## src/rtl/mux_rr_arb_pkg.sv

```systemverilog
// Shared definitions for the parametrised mux/arbiter family.
// Provides the arbitration mode constants and the width helpers used to size
// channel-index fields. No ports.
package mux_rr_arb_pkg;

  localparam int MODE_RR    = 0;
  localparam int MODE_FIXED = 1;

  // Ceiling log2; clog2(1) = 0.
  function automatic int clog2(input int value);
    int r;
    r = 0;
    while ((1 << r) < value) r++;
    return r;
  endfunction

  // Channel-index width; never narrower than one bit.
  function automatic int ch_width(input int ch_num);
    return (clog2(ch_num) < 1) ? 1 : clog2(ch_num);
  endfunction

endpackage

```

## src/rtl/mux_rr_arb_if.sv

```systemverilog
// Handshake bundle between CH_NUM producers, the arbitrating mux and one
// consumer.
//   din_valid  [CH_NUM]            per-channel valid (producer -> mux)
//   din_data   [CH_NUM*DATA_SIZE]  flattened channel data, ch i at [i*DATA_SIZE +: DATA_SIZE]
//   din_ready  [CH_NUM]            per-channel ready, one-hot or zero (mux -> producer)
//   dout_valid                     output word valid (mux -> consumer)
//   dout_data  [DATA_SIZE]         selected word
//   dout_ch    [CH_W]              source channel of dout_data
//   dout_ready                     consumer ready (consumer -> mux)
// Modport slave is the mux side; master is the producer/consumer side.
interface mux_rr_arb_if #(
  parameter int DATA_SIZE = 4,
  parameter int CH_NUM    = 4
) ();
  localparam int CH_W = mux_rr_arb_pkg::ch_width(CH_NUM);

  logic [CH_NUM-1:0]           din_valid;
  logic [CH_NUM*DATA_SIZE-1:0] din_data;
  logic [CH_NUM-1:0]           din_ready;
  logic                        dout_valid;
  logic [DATA_SIZE-1:0]        dout_data;
  logic [CH_W-1:0]             dout_ch;
  logic                        dout_ready;

  modport slave (
    input  din_valid, din_data, dout_ready,
    output din_ready, dout_valid, dout_data, dout_ch
  );

  modport master (
    output din_valid, din_data, dout_ready,
    input  din_ready, dout_valid, dout_data, dout_ch
  );
endinterface

```

## src/rtl/mux_rr_arb_rr_arbiter.sv

```systemverilog
// Round-robin / fixed-priority arbiter.
//   clk, rst  clock and synchronous active-high reset
//   req       per-channel request
//   en        grant enable (output stage can accept a word)
//   gnt       one-hot grant, zero when en is low or nothing requests
//   gnt_idx   index of the granted channel
//   any_gnt   a grant is issued this cycle
// In round-robin mode the search starts one past the last granted channel
// and wraps to 0 after CH_NUM-1; the pointer moves only when a grant is
// actually issued.
module rr_arbiter
  import mux_rr_arb_pkg::*;
#(
  parameter int  CH_NUM = 4,
  parameter int  MODE   = MODE_RR,
  localparam int CH_W   = ch_width(CH_NUM)
) (
  input  logic              clk,
  input  logic              rst,
  input  logic [CH_NUM-1:0] req,
  input  logic              en,
  output logic [CH_NUM-1:0] gnt,
  output logic [CH_W-1:0]   gnt_idx,
  output logic              any_gnt
);

  logic [CH_W-1:0] last_gnt;
  logic [CH_W-1:0] cand_idx;
  int              cand;

  always_comb begin
    gnt_idx  = '0;
    any_gnt  = 1'b0;
    cand     = 0;
    cand_idx = '0;
    if (MODE == MODE_FIXED) begin
      // Scan downwards so the lowest requesting index is the last one kept.
      for (int i = CH_NUM - 1; i >= 0; i--) begin
        if (req[CH_W'(i)]) begin
          gnt_idx = CH_W'(i);
          any_gnt = 1'b1;
        end
      end
    end else begin
      // Scan the offsets furthest-first so the nearest successor of
      // last_gnt wins; the sum stays below 2*CH_NUM, so one subtraction wraps.
      for (int k = CH_NUM; k >= 1; k--) begin
        cand = int'(last_gnt) + k;
        if (cand >= CH_NUM) cand = cand - CH_NUM;
        cand_idx = CH_W'(cand);
        if (req[cand_idx]) begin
          gnt_idx = cand_idx;
          any_gnt = 1'b1;
        end
      end
    end
    if (!en) any_gnt = 1'b0;
    gnt = any_gnt ? (CH_NUM'(1) << gnt_idx) : '0;
  end

  always_ff @(posedge clk) begin
    if (rst) begin
      last_gnt <= CH_W'(CH_NUM - 1);
    end else if (any_gnt && (MODE == MODE_RR)) begin
      last_gnt <= gnt_idx;
    end
  end

endmodule

```

## src/rtl/mux_rr_arb.sv

```systemverilog
// N-channel arbitrating mux with a single registered output stage.
//   clk, rst  clock and synchronous active-high reset
//   bus       mux_rr_arb_if.slave: per-channel valid/data/ready inputs and
//             the tagged output word (dout_valid/dout_data/dout_ch/dout_ready)
// The output register accepts a new word whenever it is empty or being
// drained in the same cycle, giving one word per cycle at full throughput.
// Outputs come only from registers, so there is no din_* -> dout_* path.
module mux_rr_arb
  import mux_rr_arb_pkg::*;
#(
  parameter int  DATA_SIZE = 4,
  parameter int  CH_NUM    = 4,
  parameter int  MODE      = MODE_RR,
  localparam int CH_W      = ch_width(CH_NUM)
) (
  input logic          clk,
  input logic          rst,
  mux_rr_arb_if.slave  bus
);

  logic                 out_free;
  logic [CH_NUM-1:0]    gnt;
  logic [CH_W-1:0]      gnt_idx;
  logic                 any_gnt;
  logic [DATA_SIZE-1:0] data_p0;

  logic                 vld_p1;
  logic [DATA_SIZE-1:0] data_p1;
  logic [CH_W-1:0]      ch_p1;

  assign out_free = !vld_p1 || bus.dout_ready;

  rr_arbiter #(
    .CH_NUM (CH_NUM),
    .MODE   (MODE)
  ) u_arb (
    .clk     (clk),
    .rst     (rst),
    .req     (bus.din_valid),
    .en      (out_free),
    .gnt     (gnt),
    .gnt_idx (gnt_idx),
    .any_gnt (any_gnt)
  );

  assign bus.din_ready = gnt;

  // Stage p0: select the granted channel's word.
  always_comb begin
    data_p0 = '0;
    for (int i = 0; i < CH_NUM; i++) begin
      if (gnt_idx == CH_W'(i)) data_p0 = bus.din_data[i*DATA_SIZE +: DATA_SIZE];
    end
  end

  // Stage p1: output register; a new word overwrites one leaving this edge.
  always_ff @(posedge clk) begin
    if (rst) begin
      vld_p1  <= 1'b0;
      data_p1 <= '0;
      ch_p1   <= '0;
    end else if (any_gnt) begin
      vld_p1  <= 1'b1;
      data_p1 <= data_p0;
      ch_p1   <= gnt_idx;
    end else if (bus.dout_ready) begin
      vld_p1  <= 1'b0;
    end
  end

  assign bus.dout_valid = vld_p1;
  assign bus.dout_data  = data_p1;
  assign bus.dout_ch    = ch_p1;

endmodule

```

## src/flat_wrapper.sv

```systemverilog
// flat-port wrapper written by rule: the top's interface ports become plain ports
module mux_rr_arb_flat import mux_rr_arb_pkg::*;
#(
  parameter int  DATA_SIZE = 4,
  parameter int  CH_NUM    = 4,
  parameter int  MODE      = MODE_RR,
  localparam int CH_W      = ch_width(CH_NUM)
)
  (clk, rst, bus_din_valid, bus_din_data, bus_dout_ready, bus_din_ready, bus_dout_valid, bus_dout_data, bus_dout_ch);
  mux_rr_arb_if #(.DATA_SIZE(DATA_SIZE), .CH_NUM(CH_NUM)) bus_i ();
  input logic clk;
  input logic rst;
  input wire logic [$bits(bus_i.din_valid)-1:0] bus_din_valid;
  input wire logic [$bits(bus_i.din_data)-1:0] bus_din_data;
  input wire logic [$bits(bus_i.dout_ready)-1:0] bus_dout_ready;
  output wire logic [$bits(bus_i.din_ready)-1:0] bus_din_ready;
  output wire logic [$bits(bus_i.dout_valid)-1:0] bus_dout_valid;
  output wire logic [$bits(bus_i.dout_data)-1:0] bus_dout_data;
  output wire logic [$bits(bus_i.dout_ch)-1:0] bus_dout_ch;
  assign bus_i.din_valid = bus_din_valid;
  assign bus_i.din_data = bus_din_data;
  assign bus_i.dout_ready = bus_dout_ready;
  assign bus_din_ready = bus_i.din_ready;
  assign bus_dout_valid = bus_i.dout_valid;
  assign bus_dout_data = bus_i.dout_data;
  assign bus_dout_ch = bus_i.dout_ch;
  mux_rr_arb #(.DATA_SIZE(DATA_SIZE), .CH_NUM(CH_NUM), .MODE(MODE)) u_core (.clk(clk), .rst(rst), .bus(bus_i));
endmodule
```

## config.mk

```make
export PLATFORM = sky130hd
export DESIGN_NAME = mux_rr_arb_flat
export DESIGN_NICKNAME = d
export VERILOG_FILES = /design/src/rtl/mux_rr_arb_pkg.sv /design/src/rtl/mux_rr_arb_if.sv /design/src/rtl/mux_rr_arb_rr_arbiter.sv /design/src/rtl/mux_rr_arb.sv /design/src/flat_wrapper.sv
export SDC_FILE = /design/constraint.sdc
export NUM_CORES = 1
export LEC_CHECK = 0
export BUFFER_PORTS_ARGS = -buffer_cell sky130_fd_sc_hd__buf_4
export CORE_UTILIZATION = 39
export CTS_CLUSTER_SIZE = 28
export DETAILED_ROUTE_END_ITERATION = 12
export GPL_TIMING_DRIVEN = 0
export PLACE_DENSITY = 0.74
export SYNTH_ARGS = -nofsm -noshare
export SYNTH_HDL_FRONTEND = slang
export SYNTH_HIERARCHICAL = 1
export SYNTH_SLANG_ARGS = --single-unit
```

## constraint.sdc

```tcl
create_clock -name clk -period 1.55 [get_ports clk]
set_input_delay 0.31 -clock clk [delete_from_list [all_inputs] [get_ports clk]]
set_output_delay 0.31 -clock clk [all_outputs]
set_load 0.01 [all_outputs]
```

* After elaboration in Yosys (flattened, before gate mapping) *
Index checks and enable logic that the tools add are counted.

word-level totals
  output and inout port bits = 11
  memory bits (read-only) = 0
  bits in writable memories = 0
  input bits = 23
  bits in latches = 0
  memories = 0
  logic and storage cells = 56
  register bits after elaboration = 9

cells by class
  shift-type cells = 1
  multipliers = 0
  divide/modulo/power cells = 0
  muxes and demuxes = 28
  add/subtract/negate cells = 8
  order comparisons = 8
  equality and inequality tests = 3
  bitwise gates (word level) = 0
  reductions and logical operators = 4

operators with widths
  kind                                                         count
  two-way mux 4 bit                                            5
  two-way mux 2 bit                                            8
  less-than comparator 2 x 3 -> 1 bit (second input constant)  4
  two-way mux 1 bit                                            11
  >= comparator 3 bit (second input constant)                  3
  binary-select mux 1 bit (select 2 bit)                       4
  subtractor 2 x 1 -> 2 bit (second input constant)            4
  adder 2 x 2 -> 3 bit (second input constant)                 2
  adder 2 x 3 -> 4 bit (second input constant)                 1
  equality test 2 bit (second input constant)                  2
  >= comparator 4 x 3 -> 1 bit (second input constant)         1
  left shift 1 x 2 -> 4 bit (first input constant)             1
  adder 2 x 1 -> 3 bit (second input constant)                 1
  equality test 2 x 1 -> 1 bit (second input constant)         1
  zero test 2 bit                                              1
  nonzero test 2 bit                                           1
  zero test 1 bit                                              1
  logical OR 1 bit                                             1

* Depth between registers and ports, before layout *
  depth after elaboration = 14
  depth in mapped cells = 6
  gate-level depth less buffers = 5

* Modules after synthesis *
Netlist, hierarchy kept.

modules (own cells, without submodules)
  module      times used  area an instance (um2)  seq. area each (um2)  cells an instance
  mux_rr_arb  1           374.1                   140.1                 34
  rr_arbiter  1           262.8                   40.0                  27

* Worst setup path before layout *
Ideal clock, no wire load.

  path type = reg2reg
  start point = register u_core.u_arb.last_gnt[1]
  end point = register u_core.data_p1[2], in the netlist u_core/bus.dout_data[2]
  arrival = 1.561 ns
  period minus slack after synthesis = 1.688 ns
  buffers on the path = 1
  stages on the path, launching flop included = 7
  data required time = 1.422 ns
  setup slack = -0.138 ns
  library setup time = 0.128 ns
  cells stage by stage = dfxtp_1 > mux2_4 > a221oi_4 > nand2_1 > buf_2 > mux2i_1 > o221ai_2

between the ends
  longest elaborated chain between the ends = 14
  elaborated cells between the ends (all ways) = 41
  classes of those cells = add/sub: 8; order compare: 4; eq/ne: 3; mux: 25; reduce/logical: 1

ends and longest elaborated chain
  what                                                                       RTL line                     source
  from (decl)                                                                mux_rr_arb_rr_arbiter.sv:27  logic [CH_W-1:0] last_gnt;
  from (signal assigned)                                                     mux_rr_arb_rr_arbiter.sv:63  last_gnt <= CH_W'(CH_NUM - 1);
  from (signal assigned)                                                     mux_rr_arb_rr_arbiter.sv:65  last_gnt <= gnt_idx;
  adder 2 x 3 -> 4 bit                                                       mux_rr_arb_rr_arbiter.sv:48  cand = int'(last_gnt) + k;
  >= comparator 4 x 3 -> 1 bit or subtractor 2 x 1 -> 2 bit (tied branches)  mux_rr_arb_rr_arbiter.sv:49  if (cand >= CH_NUM) cand = cand - CH_NUM;
  two-way mux 2 bit                                                          mux_rr_arb_rr_arbiter.sv:49
  binary-select mux 1 bit (select 2 bit)                                     mux_rr_arb_rr_arbiter.sv:51  if (req[cand_idx]) begin
  two-way mux 1 bit (not written as such)                                    mux_rr_arb_rr_arbiter.sv:51
  two-way mux 2 bit (3 in a row)                                             mux_rr_arb_rr_arbiter.sv:51
  two-way mux 2 bit (*)                                                      mux_rr_arb_rr_arbiter.sv:51
  named net u_core.gnt_idx[0]                                                mux_rr_arb.sv:23             logic [CH_W-1:0] gnt_idx;
  zero test 2 bit                                                            mux_rr_arb.sv:52             if (gnt_idx == CH_W'(i)) data_p0 = bus.din_data[i*DATA_SIZE +: DATA_SIZE];
  two-way mux 4 bit (3 in a row)                                             mux_rr_arb.sv:52
  two-way mux 4 bit (*)                                                      mux_rr_arb.sv:52
  to (signal assigned)                                                       mux_rr_arb.sv:64             data_p1 <= data_p0;
  to (decl)                                                                  mux_rr_arb.sv:28             logic [DATA_SIZE-1:0] data_p1;

The timed path passes the listed nets; every way through them passes the cells marked *. The select of a mux whose other input is x is not followed.
A chain may end at the register's enable or synchronous reset.

* Worst setup path in the final report *
  start point = register u_core.u_arb.last_gnt[1]
  end point = output bus_din_ready[0]

between the ends
  longest elaborated chain between the ends = 11
  elaborated cells between the ends (all ways) = 35
  classes of those cells = add/sub: 8; order compare: 4; shift: 1; mux: 22

ends and longest elaborated chain
  what                                                                       RTL line                                                  source
  adder 2 x 3 -> 4 bit                                                       mux_rr_arb_rr_arbiter.sv:48
  >= comparator 4 x 3 -> 1 bit or subtractor 2 x 1 -> 2 bit (tied branches)  mux_rr_arb_rr_arbiter.sv:49
  two-way mux 2 bit                                                          mux_rr_arb_rr_arbiter.sv:49
  binary-select mux 1 bit (select 2 bit)                                     mux_rr_arb_rr_arbiter.sv:51
  two-way mux 1 bit (not written as such)                                    mux_rr_arb_rr_arbiter.sv:51
  two-way mux 2 bit or two-way mux 1 bit (tied branches) (4 in a row)        mux_rr_arb_rr_arbiter.sv:51
  left shift 1 x 2 -> 4 bit or two-way mux 1 bit (tied branches)             mux_rr_arb_rr_arbiter.sv:58, mux_rr_arb_rr_arbiter.sv:57
  two-way mux 4 bit (*)                                                      mux_rr_arb_rr_arbiter.sv:58                               gnt = any_gnt ? (CH_NUM'(1) << gnt_idx) : '0;
  to (decl)                                                                  flat_wrapper.sv:16                                        output wire logic [$bits(bus_i.din_ready)-1:0] bus_din_ready;

Mark *: on every way between the ends. The rest lies on a longest branch, timed or not. The select of a mux whose other input is x is not followed.

==> impl_metrics.tcl <==
set metrics [dict create \
    place_congestion 0.687 \
    vias 655 \
    chipWidth_microns 42.4 \
    synth_area_sq_um 637 \
    async_reset_ff_share_pct 0 \
    coreArea_sq_um 1520 \
    overflow 0 \
    fin_ws_ns -0.358 \
    drc 0 \
    dieHeight_microns 42.4 \
    wl_per_cell_microns 13.0 \
    clock_latency_ns 0.26 \
    drive_above_1_share_pct 58.1 \
    synth_common_cells "10 x mux2i_1, 9 x dfxtp_1, 5 x inv_1" \
    firstDrtPassIters 4 \
    worstRegToRegCells 7 \
    synth_most_common_cell "mux2i_1" \
    tightest_slew_ns 0.396 \
    ys_warn_count 6 \
    min_period_ns 1.91 \
    leakage_nw 0.498 \
    nFillCells 137 \
    setup.worst_path.end "bus_din_ready[0]" \
    syn_to_final_growth_pct 57.0 \
    clock_sinks 9 \
    clock_skew_ns 0.00543 \
    antennaDiodeCount 0 \
    start_kind "flop" \
    path_cells "mux2_4 > a221oi_4 > and4_1 > buf_4" \
    grt_usage_pct 19.1 \
    synth_cells 61 \
    postLayoutCoreUtil_pct 65.6 \
    grt_max_degree 12 \
    cts_buffers 3 \
    crit_slowest_cell "dfxtp_4" \
    slew_headroom_pct 73.5 \
    place_ws_ns -0.299 \
    first_global_vias 609 \
    cp_num_cells 4 \
    synth.top_cell.area_share_pct 28.3 \
    critPathTopFamily "flip-flops" \
    cts_tree "yes" \
    peakVddDrop_mv 0.607 \
    die_area_sq_um 1800 \
    io_pins 34 \
    hold_viol_final 0 \
    whs_path_depth 2 \
    violations "negative setup slack" \
    ff2ff_setup_slack_ns -0.23 \
    syn-num-nets 84 \
    outcome "finished with violations" \
    seq_area_frac_synth_pct 28.3 \
    hold_class "in -> reg" \
    wl_microns 1570 \
    rsz0062_at_grt "yes" \
    grt_pass1_wl_microns 2580 \
    synth_flop_cell "dfxtp_1" \
    r2r_start "u_core/u_arb/last_gnt[1]" \
    crit_arrival_ns 1.60 \
    buffer_ports.inserted 33 \
    critPathKind "reg -> out" \
    avgSynthCellArea_sq_um 10.4 \
    routed_via_density 5.41 \
    p_per_area_nw_per_um2 832 \
    htree_levels 1 \
    fmax_mhz 524 \
    cp_num_buf_inv 1 \
    holdBufCountCts 0 \
    dp_hpwl_microns 1140 \
    num_rows 14 \
    synth_cell_types 28 \
    reg2reg_to "u_core/bus.dout_data[3]" \
    antenna_found_initial 0 \
    clk_path_buf_depth 2 \
    synthTopCellsByArea "dfxtp_1 28%, mux2i_1 16%, or3b_2 5.5%" \
    cts_root_buf "clkbuf_4" \
    final_max_slew_viol_count 0 \
    synth_edf_count 0 \
    crit_path_end_kind "output pin" \
    setup_viol 10 \
    crit_path_max_fanout 6 \
    clkSlewWorstSetupHoldPaths_ns 0.06 \
    crit_path_start "u_core/u_arb/last_gnt[1]" \
    critPathMaxStageDelay_ns 0.37 \
    yosys.area.top_type "dfxtp_1" \
    drtIter0Drc 5 \
    synth-seq-cells 9 \
    period_share_pct 123 \
    fin_nets 129 \
    ant_nets 0 \
    initial_core_util_pct 41.8 \
    cap_violations 0 \
    cp.required_ns 1.24 \
]
worst register-to-register path: stages, from the launching register on:
cell and delay [ns]:
dfxtp_4 0.37, mux2_4 0.31, a221oi_4 0.29, buf_4 0.18, nand2_2 0.06, buf_6 0.15
mux2i_1 0.17, o221ai_1 0.12
area by class of cell:
type                    instances  area, sq um  share of cell area, %
clock buffers                   4         26.3                   2.63
well taps                      16         20.0                   2.00
flip-flops and latches          9          184                   18.4
plain buffers                   2         22.5                   2.25
multi-input cells              45          424                   42.4
inverters                       5         18.8                   1.88
repair buffers                 40          304                   30.4
sequential cells by signal, summed over array words and instances (netlist names):
| name | cells |
|---|---|
| u_core/u_arb/last_gnt | 2 |
| u_core/bus.dout_valid | 1 |
| u_core/bus.dout_data | 4 |
| u_core/bus.dout_ch | 2 |
stage by stage:
stage / power, mW / setup TNS [ns] / hold WS (ns) / instances / cell area (sq um)
after CTS: 0.829 / -2.23 / 0.289 / 120 / 992
after global routing: 0.884 / -3.19 / 0.284 / 121 / 1000
after global placement: 0.607 / -1.85 / 0.485 / 110 / 912
after detailed placement: 0.614 / -2.01 / 0.490 / 110 / 912
after floorplan: 0.477 / -0.228 / 0.379 / 61 / 644
final: 0.832 / -2.30 / 0.291 / 121 / 1000
cells by family after synthesis:
kind of cell | synth area share (%)
AOI/OAI and AO/OA | 25.1
DFF | 28.3
and+or+nand+nor | 23.0
buffers and inverters | 5.50
muxes | 18.1
worst min path at each step:
stage                                 end  slack, ns                   from
finish              u_core/bus.dout_valid       0.29                    rst
global route        u_core/bus.dout_valid       0.28                    rst
CTS                 u_core/bus.dout_valid       0.29                    rst
detailed placement  u_core/bus.dout_ch[0]       0.49  u_core/bus.dout_ch[0]
global placement    u_core/bus.dout_ch[0]       0.48  u_core/bus.dout_ch[0]
floorplan           u_core/bus.dout_valid       0.38                    rst
where the power goes:
group	internal, mW	switching [mW]
combinational	0.215	0.157
clock	0.0990	0.0779
sequential	0.263	0.0195
layer usage:
layer  part of all wire [%]  global-route usage [%]  up-vias
met1                     42                    21.3      315
met4                    1.7                    9.38        0
met5                      0                       0        -
li1                       -                       -      320
met3                    4.7                    3.88        4
met2                     52                    34.2       16
placed cells by master (no fill, tap or decap):
master,Yosys,routed
buf_4,0,39
mux2i_1,10,10
dfxtp_1,9,8
or3b_2,4,4
inv_1,5,4
clkbuf_4,0,3
buf_6,1,3
o221ai_1,3,3
a21oi_1,3,3
nand3b_1,2,2
nor2_1,2,2
and4_1,2,2
a211oi_1,2,2
clkbuf_1,0,1
nand2b_1,1,1
or3b_4,1,1
o221ai_2,1,1
nand2_1,2,1
nor2b_1,1,1
mux2_4,1,1
nor3b_1,1,1
a221oi_4,1,1
nand2_2,0,1
o41ai_4,1,1
and3b_2,1,1
and2b_4,1,1
or2_2,1,1
o31ai_4,1,1
inv_2,0,1
o21ai_0,1,1
and3_1,1,1
a41oi_1,1,1
dfxtp_4,0,1
what timing repair did:
| item | CTS | global route |
|---|---|---|
| pin swaps | 5 | 1 |
| gates resized for setup | 5 | 0 |
| endpoints found under the setup margin | 9 | 9 |
| setup buffers | 5 | 1 |
| cloned | 1 | 0 |
No activity file was read; power rests on OpenSTA's default activity.
